**config.mk**
```make
export PLATFORM = sky130hd
export DESIGN_NAME = rd_delay_pipe
export DESIGN_NICKNAME = d
export VERILOG_FILES = /design/src/rtl/rd_delay_pipe.sv
export SDC_FILE = /design/constraint.sdc
export NUM_CORES = 1
export LEC_CHECK = 0
export CAP_MARGIN = 20
export CORE_AREA = 2 2 52 54
export DETAILED_ROUTE_END_ITERATION = 10
export DIE_AREA = 0 0 54 56
export DONT_BUFFER_PORTS = 1
export SYNTH_ARGS = -nofsm -noshare
export SYNTH_HDL_FRONTEND = slang
export SYNTH_SLANG_ARGS = --single-unit
```
**constraint.sdc**
```tcl
create_clock -name clk -period 1.9 [get_ports clk]
set_clock_uncertainty 0.2 [all_clocks]
set_input_delay 0.285 -clock clk [delete_from_list [all_inputs] [get_ports clk]]
set_output_delay 0.285 -clock clk [all_outputs]
set_load 0.005 [all_outputs]
```
**src/rtl/rd_delay_pipe.sv**
```systemverilog
// Multi-stage delay line for destination-register tags with stall/flush and per-stage
// source-tag comparators reporting the youngest matching stage.
module rd_delay_pipe #(
    parameter int WIDTH       = 5,
    parameter int DEPTH       = 3,
    parameter bit IGNORE_ZERO = 1'b1,
    localparam int SW = (DEPTH > 1) ? $clog2(DEPTH) : 1,
    localparam int CW = $clog2(DEPTH + 1)
) (
    input  logic             clk,
    input  logic             reset,
    input  logic             stall,
    input  logic             flush,
    input  logic             in_valid,
    input  logic [WIDTH-1:0] in_data,
    input  logic [WIDTH-1:0] rs1,
    input  logic [WIDTH-1:0] rs2,
    output logic             out_valid,
    output logic [WIDTH-1:0] out_data,
    output logic             rs1_hit,
    output logic [SW-1:0]    rs1_hit_stage,
    output logic             rs2_hit,
    output logic [SW-1:0]    rs2_hit_stage,
    output logic [CW-1:0]    occupancy
);

    logic [DEPTH-1:0] valid_q;
    logic [WIDTH-1:0] data_q [DEPTH];

    // Invalid stages are kept at zero so out_data never leaks stale tags.
    always_ff @(posedge clk) begin
        if (reset || flush) begin
            valid_q <= '0;
            for (int i = 0; i < DEPTH; i++) begin
                data_q[i] <= '0;
            end
        end else if (!stall) begin
            valid_q[0] <= in_valid;
            data_q[0]  <= in_valid ? in_data : '0;
            for (int i = 1; i < DEPTH; i++) begin
                valid_q[i] <= valid_q[i-1];
                data_q[i]  <= data_q[i-1];
            end
        end
    end

    assign out_valid = valid_q[DEPTH-1];
    assign out_data  = data_q[DEPTH-1];

    logic             rs1_ok;
    logic             rs2_ok;
    logic [DEPTH-1:0] match1;
    logic [DEPTH-1:0] match2;

    assign rs1_ok = !(IGNORE_ZERO && (rs1 == '0));
    assign rs2_ok = !(IGNORE_ZERO && (rs2 == '0));

    always_comb begin
        match1 = '0;
        match2 = '0;
        for (int i = 0; i < DEPTH; i++) begin
            match1[i] = valid_q[i] && (data_q[i] == rs1) && rs1_ok;
            match2[i] = valid_q[i] && (data_q[i] == rs2) && rs2_ok;
        end
    end

    // Scan from the oldest stage down so the youngest match is the one that sticks.
    always_comb begin
        rs1_hit       = 1'b0;
        rs1_hit_stage = '0;
        rs2_hit       = 1'b0;
        rs2_hit_stage = '0;
        for (int i = DEPTH - 1; i >= 0; i--) begin
            if (match1[i]) begin
                rs1_hit       = 1'b1;
                rs1_hit_stage = SW'(i);
            end
            if (match2[i]) begin
                rs2_hit       = 1'b1;
                rs2_hit_stage = SW'(i);
            end
        end
    end

    always_comb begin
        occupancy = '0;
        for (int i = 0; i < DEPTH; i++) begin
            occupancy = occupancy + CW'(valid_q[i]);
        end
    end

endmodule

```
==> results_dict.tcl <==
set metrics [dict create \
    status "finished, violations left" \
    violations "negative setup slack" \
    syn_area_um2 1150 \
    cts_root_buffer "clkbuf_4" \
    syn-num-nets 123 \
    ir_drop_uv 389 \
    maxCapViolations 0 \
    finalCritPeriodShare_pct 114 \
    synth_area_leaders "edfxtp_1, xnor2_1, xor2_1" \
    grt_start_max_net_pins 19 \
    nets 135 \
    clk_latency_ns 0.28 \
    layout_min_cycle_time_ns 2.17 \
    cts_tree "done" \
    antenna_cells 0 \
    yosys_warnings 0 \
    final_util_pct 55.1 \
    detail-route-antenna-nets 0 \
    grt_first_pass_wirelength_um 3680 \
    max_stage_delay_ns 0.47 \
    slew_violations 0 \
    drt_iter0_drc 17 \
    cts_sinks 18 \
    ioPinCount 34 \
    grt-ovfl-total 0 \
    crit_path_top_delay_cell "or4_4" \
    ys_ff_latch 18 \
    setup_viol 6 \
    synth_cell_type_count 23 \
    clkTransAtPathRegs_ns 0.10 \
    drive_gt1_share_pct 28.3 \
    rrSetupSlack_ns 0.74 \
    tns_ns -1.32 \
    end_kind "output pin" \
    vias 779 \
    start_util_pct 47.5 \
    die-area_um2 3020 \
    crit-reg2reg-launch "data_q[0][4]$_SDFFCE_PN0P_" \
    drc 0 \
    endpoint "rs1_hit_stage[1]" \
    clockBufferDepth 2 \
    cts_made_buffers 3 \
    drt_pass1_iterations 4 \
    p_leak_nw 0.514 \
    required_ns 1.41 \
    yosys-top-cells-count "xnor2_1, edfxtp_1, and2_1, xor2_1, nand4_1" \
    cp.arrival_ns 1.69 \
    hold_slack_ns 0.0124 \
    synthMostInstantiatedCell "xnor2_1" \
    die_h_um 56 \
    synth-edff-count 15 \
    grt_pass1_vias 835 \
    gr-usage-all-layers_pct 16.9 \
    core_um2 2430 \
    path_class "register to output pin" \
    vias_per_cell 5.45 \
    antenna_found_initial 0 \
    rsz0062_at_grt "true" \
    hp-class "primary input to register" \
    hold_viol_final 0 \
    cts_max_level 1 \
    timing.rr.end "data_q[0][9]$_SDFFCE_PN0P_" \
    power_density_nw_per_um2 560 \
    crit_path_max_fanout 3 \
    fmax_mhz 460 \
    reg2reg_depth 2 \
    dp_hpwl_um 1790 \
    start_kind "register" \
    syn2layout_area_growth_pct 16.0 \
    drt_wl_total_um 2340 \
    synth_top_cell_by_area "edfxtp_1" \
    tightest_slew_ns 0.576 \
    synthArstFlopShare_pct 0 \
    place_congestion 0.901 \
    port_buffers 0 \
    cp-startpoint "data_q[0][6]$_SDFFCE_PN0P_" \
    yosysTopAreaCellShare_pct 39.0 \
    setup_ws_ns -0.273 \
    seq_area_frac_synth_pct 44.2 \
    synth_cells 102 \
    slew_headroom_pct 61.5 \
    avgSynthCellArea_um2 11.3 \
    path_cells "xnor2_1, nand4_1, or4_4, nor3b_4" \
    synth_top_flop_cell "edfxtp_1" \
    rows 18 \
    drt-wirelength-per-cell_um 16.4 \
    die_w_um 54 \
]
cells by family after synthesis:
group | Yosys count | synth area share, %
adder cells (fa/ha/maj) | 1 | 1.73
XOR/XNOR | 30 | 22.8
buffers and inverters | 7 | 3.90
flip-flops | 18 | 44.2
AO/OA/AOI/OAI | 3 | 2.28
AND/OR/NAND/NOR | 43 | 25.1
metal layers:
layer  GRT usage, %  vias up  share of wire, %
met5              0        -                 0
met4           5.36        0              0.60
met3           4.30        2               9.3
met2           27.7       36                48
met1           21.1      355                42
li1               -      386                 -
timing repair:
action	CTS	global route
hold buffers	1	0
pin swaps	10	2
endpoints found under the hold margin	1	0
buffers inserted	5	0
endpoints found under the setup margin	6	7
resized for setup	9	4
placed cells by master, fill, tap and decap left out:
| master | count |
|---|---|
| or4_1 | 2 |
| inv_1 | 1 |
| clkbuf_4 | 3 |
| nand3_1 | 1 |
| buf_4 | 12 |
| dlygate4sd3_1 | 1 |
| edfxtp_1 | 15 |
| nor3_4 | 1 |
| dfxtp_1 | 2 |
| nor3b_2 | 1 |
| fa_1 | 1 |
| nand2_1 | 2 |
| nand4_1 | 6 |
| and3_1 | 5 |
| xnor2_2 | 2 |
| nor3b_1 | 1 |
| dfxtp_2 | 1 |
| xor2_1 | 8 |
| nor3b_4 | 1 |
| or4_4 | 4 |
| clkbuf_1 | 1 |
| and2_1 | 10 |
| or3_4 | 1 |
| or3_1 | 1 |
| nor2_2 | 2 |
| nand3_2 | 1 |
| nor2_4 | 2 |
| nor3_2 | 1 |
| a22o_1 | 3 |
| xnor2_1 | 20 |
| nor3_1 | 1 |
per-stage QoR:
| step | setup WS (ns) | total power, W | cells | cell area [um^2] |
|---|---|---|---|---|
| CTS | -0.317 | 0.000755 | 143 | 1320 |
| floorplan | 0.140 | 0.000536 | 102 | 1150 |
| finish | -0.273 | 0.000750 | 143 | 1340 |
| detailed placement | 0.0114 | 0.000552 | 133 | 1200 |
| global route | -0.359 | 0.000785 | 143 | 1340 |
| global placement | 0.0351 | 0.000550 | 133 | 1200 |
report_power, final:
part	total, W	switching [W]	leakage [nW]	internal (W)
Combinational	0.0000970	0.0000380	0.300	0.0000589
Sequential	0.000460	0.0000171	0.199	0.000443
Clock	0.000194	0.000112	0.0150	0.0000815
area by class of cell:
class | instances | area (um^2)
Timing Repair Buffer | 13 | 100
Multi-Input combinational cell | 77 | 661
Inverter | 1 | 3.75
Fill cell | 214 | 1090
Tap cell | 30 | 37.5
Clock buffer | 4 | 26.3
Sequential cell | 18 | 512
sequential cells by signal, indices dropped and copies added (netlist names):
register  cells
data_q       15
valid_q       3
worst min-delay path by stage:
| stage | from | endpoint | slack [ns] | depth (start not counted) |
|---|---|---|---|---|
| after floorplan | in_valid | valid_q[0]$_SDFFE_PP0N_ | 0.21 | 1 |
| after global placement | in_valid | valid_q[0]$_SDFFE_PP0N_ | 0.21 | 1 |
| after detailed placement | in_valid | valid_q[0]$_SDFFE_PP0N_ | 0.23 | 1 |
| after CTS | in_valid | data_q[0][1]$_SDFFCE_PN0P_ | 0.006 | 1 |
| after global routing | in_valid | data_q[0][1]$_SDFFCE_PN0P_ | 0.01 | 1 |
| final | in_valid | data_q[0][1]$_SDFFCE_PN0P_ | 0.01 | 1 |
critical path, delay by kind of cell, from the launching register on:
family	cells	cell delay, ns
AND/OR/NAND/NOR	3	0.76
XOR/XNOR	1	0.18
flip-flops	1	0.46
No activity file was read; power rests on OpenSTA's default activity.
